## config.mk

```make
export PLATFORM = sky130hd
export DESIGN_NAME = pipe_stage_buf
export DESIGN_NICKNAME = d
export VERILOG_FILES = /design/src/rtl/pipe_stage_buf.sv
export SDC_FILE = /design/constraint.sdc
export NUM_CORES = 1
export LEC_CHECK = 0
export ABC_AREA = 1
export CAP_MARGIN = 25
export CORE_ASPECT_RATIO = 1.2
export CORE_UTILIZATION = 40
export CTS_BUF_LIST = sky130_fd_sc_hd__clkbuf_4
export DETAILED_ROUTE_END_ITERATION = 7
export PLACE_DENSITY = 0.84
export RECOVER_POWER = 100
export SLEW_MARGIN = 20
export SYNTH_ARGS = -nofsm -noshare
export SYNTH_HDL_FRONTEND = slang
export SYNTH_SLANG_ARGS = --single-unit
```

## constraint.sdc

```tcl
create_clock -name CLK -period 1.3 [get_ports CLK]
set_clock_uncertainty 0.1 [all_clocks]
set_input_delay 0.13 -clock CLK [delete_from_list [all_inputs] [get_ports CLK]]
set_output_delay 0.13 -clock CLK [all_outputs]
set_load 0.02 [all_outputs]
```

## src/rtl/pipe_stage_buf.sv

```systemverilog
// pipe_stage_buf: valid/ready pipeline stage register with flush and saturating stall counter.
// Define PIPE_SKID_EN for a two-entry skid stage with registered in_ready; default is single-register.
module pipe_stage_buf #(
  parameter int WIDTH = 32,
  parameter int CNT_W = 16
) (
  input  logic             CLK,
  input  logic             RST,
  input  logic             flush,
  input  logic             in_valid,
  output logic             in_ready,
  input  logic [WIDTH-1:0] in_data,
  output logic             out_valid,
  input  logic             out_ready,
  output logic [WIDTH-1:0] out_data,
  output logic [1:0]       occupancy,
  output logic [CNT_W-1:0] stall_cnt
);
  typedef enum logic [1:0] {EMPTY = 2'd0, ONE = 2'd1, FULL = 2'd2} state_t;
  state_t state, state_nxt;
  logic [WIDTH-1:0] main_q;
  logic in_fire, out_fire;
  assign in_fire  = in_valid && in_ready;
  assign out_fire = out_valid && out_ready;
  assign out_data = main_q;
  always_ff @(posedge CLK)
    if (RST) state <= EMPTY;
    else     state <= state_nxt;
  always_comb
    state_nxt = flush           ? EMPTY :
                state == EMPTY  ? (in_fire ? ONE : EMPTY) :
                state == ONE    ? (in_fire && !out_fire ? FULL :
                                   !in_fire && out_fire ? EMPTY : ONE) :
                                  (out_fire ? ONE : FULL);
  // State encoding doubles as the entry count.
  always_comb begin
    out_valid = state != EMPTY;
    occupancy = state;
`ifdef PIPE_SKID_EN
    in_ready  = !RST && state != FULL;
`else
    in_ready  = !RST && (state == EMPTY || out_ready);
`endif
  end
`ifdef PIPE_SKID_EN
  logic [WIDTH-1:0] skid_q;
  always_ff @(posedge CLK)
    if (RST) skid_q <= '0;
    else if (!flush && state == ONE && in_fire && !out_fire) skid_q <= in_data;
`endif
  always_ff @(posedge CLK)
    if (RST) main_q <= '0;
    else if (!flush && in_fire && (state == EMPTY || out_fire)) main_q <= in_data;
`ifdef PIPE_SKID_EN
    else if (!flush && state == FULL && out_fire) main_q <= skid_q;
`endif
  always_ff @(posedge CLK)
    if (RST) stall_cnt <= '0;
    else if (out_valid && !out_ready && stall_cnt != '1) stall_cnt <= stall_cnt + 1'b1;
endmodule

```

Yosys cells after proc, flatten, opt, wreduce, memory -nomap -nowiden

Index checks and enable logic that the tools add are counted.

Flip-flop bits (word level): 50
Bits of input ports: 37
Output and inout port bits: 52
Word-level logic and storage cells: 31

$add $sub $neg: 1
Eq/ne operators: 2
Mux-type cells: 6
Reductions and logical operators: 19

Operator list:

| operator                                                              | count |
|---|---|
| 16-bit by 1-bit adder with 16-bit output, second input constant       | 1 |
| 16-bit != test, second input constant                                 | 1 |
| 1-bit logical AND                                                     | 9 |
| 2-bit 2-to-1 mux                                                      | 4 |
| 1-bit logical NOT                                                     | 5 |
| 2-bit by 1-bit equality test with 1-bit output, second input constant | 1 |
| 2-bit logical NOT                                                     | 1 |
| 1-bit logical OR                                                      | 2 |
| 1-bit 2-to-1 mux                                                      | 2 |
| 2-bit nonzero test                                                    | 1 |
| 2-bit OR reduction                                                    | 1 |

Longest topological paths before layout

Gate-level depths: netlist of the first run.

Depth after elaboration: 10
Depth in mapped cells: 9
Mapped depth without buffers: 9

Worst setup path before layout of the first run

Ideal clock, no wire load.

Path kind: register to register
Start: register state[1], in the netlist occupancy[1]
End: register state[0], in the netlist occupancy[0]
Setup time: 0.070 ns
Arrival time: 1.592 ns
Required time: 1.130 ns
Slack: -0.462 ns
Stages on the path, launching flop included: 10
Path buffers: 0
Clock period less this slack: 1.762 ns
Cell sequence: dfxtp_1 inv_2 nand2_1 nand2_2 and3_1 ha_1 nand3_1 o21ai_0 inv_1 a21oi_1

Elaborated cells between the ends (all ways): 17
Classes of those cells: 1 x eq/ne; 6 x mux; 10 x reduce/logical

RTL lines:

| what                                                   | RTL line | text |
|---|---|---|
| start: declaration                                     | 20       | `state_t state, state_nxt;` |
| start signal: assignment                               | 28       | `else state <= state_nxt;` |
| 2-bit nonzero test *                                   | 37       | `out_valid = state != EMPTY;` |
| net out_valid                                          | 13       | `output logic out_valid,` |
| 1-bit logical AND *                                    | 24       | `assign out_fire = out_valid && out_ready;` |
| 1-bit logical AND or 1-bit logical NOT (tied branches) | 33, 32   |  |
| 1-bit 2-to-1 mux or 1-bit logical AND (tied branches)  | 33, 32   |  |
| 2-bit 2-to-1 mux                                       | 32       | `state == ONE ? (in_fire && !out_fire ? FULL :` |
| 2-bit 2-to-1 mux *                                     | 32       |  |
| 2-bit 2-to-1 mux *                                     | 31       | `state == EMPTY ? (in_fire ? ONE : EMPTY) :` |

Mark *: on every way through the listed nets, which the timed path passes. The rest lies on a longest branch.
A chain may end at the register's enable or synchronous reset.

Worst setup path after layout of the first run

Start: register stall_cnt[0]
End: register stall_cnt[0]

Cells in the longest elaborated chain, start to end: 2
Elaborated cells between the ends (all ways): 3
Classes of those cells: 1 x add/sub; 1 x eq/ne; 1 x reduce/logical

Ends and longest elaborated chain:

| what                                                                             | RTL line | text |
|---|---|---|
| start: declaration                                                               | 17       | `output logic [CNT_W-1:0] stall_cnt` |
| start signal: assignment                                                         | 59       | `else if (out_valid && !out_ready && stall_cnt != '1) stall_cnt <= stall_cnt + 1'b1;` |
| branches (longest 2 deep; another with 16-bit by 1-bit adder with 16-bit output) | --       |  |

Several ways; the timed one is not identified.

==> flow_summary.json, run 1 <==
{
  "run_status": "finished, violations left",
  "min_period_over_period": 1.16,
  "ir_drop_mv": 0.642,
  "portBuffers": 88,
  "antenna_found_initial": 0,
  "cts_htree_levels": 2,
  "grt_max_degree": 44,
  "overflow": 0,
  "syn-cell-area_sq_mm": 0.00223,
  "gp_congestion": 0.837,
  "fmaxAchievable_ghz": 0.661,
  "finalHoldViolCount": 0,
  "initialDrtViolationCount": 110,
  "seq_area_sq_mm": 0.00105,
  "postCtsHoldBufs": 0,
  "synth.area.top_cells": "dfxtp_1 45%, a21oi_1 9.7%, inv_1 8.9%, o21ai_0 7.0%, nand2_1 6.9%",
  "p_comb_frac": 0.195,
  "fin_hold_ws_ps": 218,
  "sequentialPowerShare": 0.540,
  "yosys_warnings": 0,
  "clock-sinks": 50,
  "internal_power_mw": 2.09,
  "period_minus_slack_ps": 1510,
  "startpoint_type": "flip-flop",
  "min_path_type": "primary input to flip-flop",
  "swShare": 0.298,
  "cts.clk_slew.worst_paths_ps": 180,
  "setup_violations": 53,
  "fp.dieH_um": 83.7,
  "syn_avg_cell_area_sq_um": 7.11,
  "vias": 2677,
  "cp-end-kind": "flip-flop",
  "syn-num-nets": 352,
  "area_delta_synth_final_pct": 80.8,
  "synth_cells": 313,
  "drtAntennaViolNets": 0,
  "multi_input_area_sq_mm": 0.00128,
  "cts_tree": "yes",
  "violations": "negative setup slack",
  "power.share.clock": 0.265,
  "synth_top_area_share": 0.450,
  "routed_via_density": 5.11,
  "rows": 29,
  "avgRoutedWirePerCell_um": 14.7,
  "clockBufferDepth": 2,
  "leakagePower_nw": 1.71,
  "fillerInstances": 365,
  "power_density_mw_per_mm2": 741,
  "antenna_cells": 0,
  "switchingPower_uw": 887,
  "finalWirelength_um": 7680,
  "start_util": 0.417,
  "fin_ws_ps": -213,
  "critPathMaxFanout": 5,
  "die-area_sq_mm": 0.00587,
  "drv_slew": 0,
  "ys_types": 25,
  "maxCapViolations": 0,
  "nets": 500,
  "maxSlewHeadroom": 0.695,
  "total_power_mw": 2.98,
  "dr.pass1.iters": 4,
  "track_usage": 0.219,
  "pin_count": 89,
  "grt_pass1_wl_um": 10300,
  "crit_arrival_ps": 1700,
  "critical_path_class": "flip-flop to flip-flop",
  "core_area_sq_mm": 0.00533,
  "drc": 0,
  "synth-seq-cells": 50,
  "ys_seq_area_frac": 0.450,
  "cp.required_ps": 1490,
  "fin_setup_tns_ps": -7190,
  "cts_made_buffers": 5,
  "cts-root-buf": "clkbuf_4",
  "rsz0062_at_grt": "true",
  "drive_gt1_frac": 0.463,
  "worstMarginPinSlew_ps": 458,
  "die_w_um": 70.1,
  "synth_area_leader_cell": "dfxtp_1",
  "clk_latency_ps": 380,
  "grt_pass1_vias": 2475,
  "dp_hpwl_um": 4650
}
## final cells by class
type / count / share of cell area
clock buffers: 5 / 0.00933
clock inverters: 3 / 0.00715
inverters: 54 / 0.0522
multi-input cells: 196 / 0.317
flip-flops and latches: 50 / 0.261
well taps: 62 / 0.0193
repair buffers: 154 / 0.334
## synthesized netlist by cell type
library cell  count
a21oi_1          43
a31oi_1           1
o21ai_1           3
xor2_1            1
o21ai_0          31
buf_6             2
dfxtp_1          50
a211oi_1          1
nor2_2            5
nand2_2           3
inv_1            53
nand4_4           1
nand2_1          41
buf_2             8
clkbuf_1          3
nor2_1           39
nand3b_1          1
nand3_2           1
nand4_1           1
ha_1              2
and2_1            1
nand3_1          19
and3_1            1
inv_2             1
nand4_2           1
## layout by cell type, fill, tap and decap left out, types with 2 or more instances in the layout
master / count
buf_4: 53
inv_1: 48
nand2_1: 37
clkdlybuf4s50_1: 36
nor2_1: 31
a21oi_1: 30
dfxtp_1: 29
buf_6: 18
a21oi_2: 13
o21ai_2: 13
clkdlybuf4s15_2: 13
nand3_2: 12
dfxtp_2: 12
clkbuf_2: 12
buf_2: 11
o21ai_1: 9
o21ai_0: 9
dfxtp_4: 9
nor2_4: 7
nand3_1: 7
clkbuf_1: 7
nor2_2: 6
clkbuf_4: 5
nand2_4: 4
inv_4: 3
nand2_2: 3
inv_2: 3
o21ai_4: 3
clkbuf_16: 3
nand4_4: 2
ha_4: 2
clkinv_4: 2
## per-stage QoR
stage          std cells  setup slack [ps]   util  area [sq um]
6_report             524              -213  0.754          4020
3_3_place_gp         496              -334  0.678          3620
2_1_floorplan        313              -164      -          2380
3_5_place_dp         496              -382  0.678          3620
5_1_grt              524              -292  0.754          4020
4_1_cts              510              -166  0.706          3760
## kinds of logic (layout without fill, tap and decap cells)
kind of cell    after synthesis  after routing  share of synthesized area
compound gates               79             79                      0.179
xor+xnor                      1              1                    0.00394
fa+ha+maj                     2              2                     0.0112
buf+inv                      67            216                      0.124
flops                        50             50                      0.450
simple gates                114            114                      0.232
## path summary, 6_finish.rpt
kind,from,end,slack (ps),depth (start not counted)
max,stall_cnt[0]$_SDFFE_PP0P_,stall_cnt[0]$_SDFFE_PP0P_,-210,9
min,in_data[0],out_data[0]$_SDFFE_PP0P_,220,3
max reg2reg,stall_cnt[0]$_SDFFE_PP0P_,stall_cnt[0]$_SDFFE_PP0P_,-210,9
min reg2reg,out_data[16]$_SDFFE_PP0P_,out_data[16]$_SDFFE_PP0P_,360,2
## repair_timing
item,4_1_cts,5_1_grt
setup buffers,7,9
resized for setup,187,97
pin swaps,16,8
cloned,0,5
setup endpoints to repair,99,86
## power groups by stage
stage / sequential (mW) / combinational (mW) / clock, mW
2_1_floorplan: 1.72 / 0.144 / 0
3_3_place_gp: 1.64 / 0.488 / 0
3_5_place_dp: 1.65 / 0.501 / 0
4_1_cts: 1.61 / 0.490 / 0.799
5_1_grt: 1.62 / 0.621 / 0.859
6_report: 1.61 / 0.581 / 0.790
## metal layers
metal  part of all wire  global-route usage  up-vias
li1                   -                   -     1286
met1               0.37               0.226     1273
met2               0.54               0.399       92
met3              0.060              0.0713       26
met4              0.031              0.0945        0
met5                  0                   0        -
## flip-flops by register name (all words and copies together) (netlist names)
signal and count:
stall_cnt 16, occupancy 2, out_data 32
## worst max-delay path, stage by stage (launching register included)
cell and delay (ps):
dfxtp_4 390, ha_4 150, nand2_4 50, nor2_4 170, nand4_4 130, buf_6 170, nand2_4 70, inv_4 50
nor2_4 90, nor2_1 50
Power figures use the tool's default switching activity.
==> run 2, diff against run 1 <==
--- a/config.mk
+++ b/config.mk
@@ -5,10 +5,9 @@
 export SDC_FILE = /design/constraint.sdc
 export NUM_CORES = 1
 export LEC_CHECK = 0
-export ABC_AREA = 1
 export CAP_MARGIN = 25
 export CORE_ASPECT_RATIO = 1.2
-export CORE_UTILIZATION = 40
+export CORE_UTILIZATION = 39
 export CTS_BUF_LIST = sky130_fd_sc_hd__clkbuf_4
 export DETAILED_ROUTE_END_ITERATION = 7
 export PLACE_DENSITY = 0.84
==> run 2 against run 1 <==
Net effect:
- the flow still finishes with violations (negative setup slack)
- design area is 7.3% higher
- total power is 3.6% lower
- sequential share of layout area is 1.4 points lower
- critical path depth is 3 lower
==> flow_summary.json, run 2 <==
{
  "yosys-mux-area-fraction": 0.0159,
  "critical_path.max_stage_delay_ps": 400,
  "crit_arrival_ps": 2100,
  "finalWirelength_um": 9460,
  "clk_latency_ps": 390,
  "avgRoutedWirePerCell_um": 19.9,
  "fin_ws_ps": -604,
  "cts.clk_slew.worst_paths_ps": 150,
  "overflow": 0,
  "dpl_cell_area_sq_mm": 0.00340,
  "clockBufferDepth": 2,
  "ys_types": 34,
  "grt_pass1_wl_um": 11400,
  "worstHoldPathCells": 3,
  "synth-async-reset-ratio": 0,
  "grt_pass1_vias": 2515,
  "syn-cell-area_sq_mm": 0.00204,
  "finalHoldViolCount": 0,
  "largest_reg_flops": 32,
  "yosys_warnings": 0,
  "postCtsHoldBufs": 0,
  "cts_made_buffers": 5,
  "cts_tree": "yes",
  "regToRegStartpoint": "stall_cnt[0]$_SDFFE_PP0P_",
  "gr-usage-met2": 0.525,
  "seq_area_sq_mm": 0.00106,
  "routed_via_density": 5.71,
  "drv_slew": 0,
  "dr.pass1.iters": 4,
  "final_common_cell": "buf_4",
  "maxSlewHeadroom": 0.646,
  "slowest_stage": "dfxtp_4",
  "critical_path_class": "flip-flop to flip-flop",
  "clock-sinks": 50,
  "rsz0062_at_grt": "true",
  "fp.dieH_um": 81.3,
  "gp_congestion": 0.857,
  "dp_cells": 433,
  "portBuffers": 88,
  "antenna_found_initial": 0,
  "die-area_sq_mm": 0.00553,
  "violations": "negative setup slack",
  "nets": 453,
  "top_usage_layer": "met2",
  "critPathMaxFanout": 4,
  "yosys.area_share.simple": 0.280,
  "fillerInstances": 251,
  "fin_hold_ws_ps": 110,
  "period_minus_slack_ps": 1900,
  "synth-edff-count": 0,
  "synth.area.top_cells": "dfxtp_1 49%, nand2_1 13%, a21oi_1 11%, or3_1 3.1%, clkbuf_1 2.4%",
  "drc": 0,
  "fmaxAchievable_ghz": 0.525,
  "syn-num-nets": 293,
  "path_cells": "ha_4 > nand4_1 > buf_4 > or3_4 > o31ai_1 > a21oi_2",
  "drtAntennaViolNets": 0,
  "use_met1": 0.278,
  "synth_ff_type": "dfxtp_1",
  "ir_drop_mv": 0.471,
  "die_w_um": 68.1,
  "track_usage": 0.278,
  "syn_avg_cell_area_sq_um": 8.04,
  "maxCapViolations": 0,
  "antenna_cells": 0,
  "worstMarginPinSlew_ps": 530,
  "cts_htree_levels": 2,
  "start_util": 0.411,
  "setup_violations": 62,
  "leakagePower_nw": 1.77,
  "r2r_end": "stall_cnt[10]$_SDFFE_PP0P_",
  "grt_max_degree": 35,
  "synth_most_common_cell": "nand2_1",
  "synth_top_area_share": 0.490,
  "synth_top_family_by_area": "simple AND/OR/NAND/NOR gates",
  "cts-root-buf": "clkbuf_4",
  "most-common-layout-cells": "51 x buf_4, 37 x a21oi_2, 35 x clkdlybuf4s50_1, 31 x nand2_4",
  "yosys-top-cells-count": "70 x nand2_1, 50 x dfxtp_1, 44 x a21oi_1",
  "synth-seq-cells": 50,
  "dp_hpwl_um": 4480,
  "area_delta_synth_final_pct": 111,
  "synthAdderAreaFrac": 0.0122,
  "r2r_slack_ps": -600,
  "ys_seq_area_frac": 0.490,
  "worst-path-buf-inv": 1,
  "rows": 28,
  "path_delay_family": "simple AND/OR/NAND/NOR gates",
  "use_met3": 0.0506,
  "min_period_over_period": 1.46,
  "min_to": "stall_cnt[9]$_SDFFE_PP0P_",
  "cp-end-kind": "flip-flop",
  "synth-compound-area-share": 0.167,
  "pin_count": 89,
  "r2r_cells": 6,
  "cp.required_ps": 1500,
  "multi_input_area_sq_mm": 0.00161,
  "synth_area_leader_cell": "dfxtp_1",
  "synthXorXnorAreaFrac": 0.00429,
  "min_path_type": "primary input to flip-flop",
  "fin_cells": 475,
  "synth_cells": 254,
  "initialDrtViolationCount": 91,
  "hold_start": "RST",
  "core_area_sq_mm": 0.00497,
  "run_status": "finished, violations left",
  "startpoint_type": "flip-flop",
  "power_density_mw_per_mm2": 665,
  "fin_area_sq_mm": 0.00432,
  "utilization": 0.868,
  "vias": 2712,
  "drive_gt1_frac": 0.610
}
## run 2: cell types whose count changed after synthesis, sizes merged, moves of 4 or more
cell,change
nor2,-34
o31ai,+4
nand3,-14
or3,+10
o21ai,-28
inv,-52
buf,-9
nor3,+6
clkbuf,+10
nand2,+26
## run 2: area by class of cell
type                    count  share of cell area
clock buffers               6              0.0104
clock inverters             2             0.00203
inverters                   2             0.00174
multi-input cells         188               0.373
flip-flops and latches     50               0.247
well taps                  60              0.0174
repair buffers            167               0.349
## run 2: how the worst max path moves through the flow
stage / start / end / slack, ps / depth (start not counted)
final: stall_cnt[0]$_SDFFE_PP0P_ / stall_cnt[10]$_SDFFE_PP0P_ / -600 / 6
after global routing: stall_cnt[0]$_SDFFE_PP0P_ / stall_cnt[10]$_SDFFE_PP0P_ / -690 / 6
after CTS: stall_cnt[1]$_SDFFE_PP0P_ / stall_cnt[8]$_SDFFE_PP0P_ / -460 / 6
after detailed placement: out_ready / stall_cnt[11]$_SDFFE_PP0P_ / -800 / 5
after global placement: out_ready / stall_cnt[11]$_SDFFE_PP0P_ / -760 / 5
after floorplan: stall_cnt[1]$_SDFFE_PP0P_ / stall_cnt[10]$_SDFFE_PP0P_ / -480 / 5
## run 2: kinds of logic after synthesis
kind of cell | Yosys count
flip-flops | 50
buffers and inverters | 16
XOR/XNOR | 1
AND/OR/NAND/NOR | 122
adder cells (fa/ha/maj) | 2
AO/OA/AOI/OAI | 60
multiplexers | 3
## run 2: worst register-to-register path, stage by stage, from the launching register on
cell and delay [ps]:
dfxtp_4 400, ha_4 130, nand4_1 130, buf_4 190
or3_4 360, o31ai_1 390, a21oi_2 100
## run 2: what timing repair did
action                     CTS  global route
resized for setup          226           155
setup endpoints to repair  102            89
cloned                       6             0
pin swaps                   53            46
setup buffers               13            22
## run 2: per-stage QoR
| step | power (mW) | TNS [ps] | setup WS [ps] |
|---|---|---|---|
| global placement | 1.96 | -25830 | -764 |
| detailed placement | 1.97 | -27230 | -798 |
| CTS | 2.78 | -19990 | -464 |
| finish | 2.87 | -23180 | -604 |
| global route | 2.96 | -26750 | -691 |
| floorplan | 1.75 | -14630 | -482 |
## run 2: per-layer routing
metal / routed length [um] / part of all wire
met5: 0 / 0
met4: 587 / 0.062
met3: 484 / 0.051
met2: 4990 / 0.53
met1: 3400 / 0.36
## run 2: where the power goes
group          switching [mW]  internal (mW)  total, mW
Clock                   0.518          0.225      0.743
Combinational           0.285          0.279      0.564
Sequential             0.0259           1.54       1.56
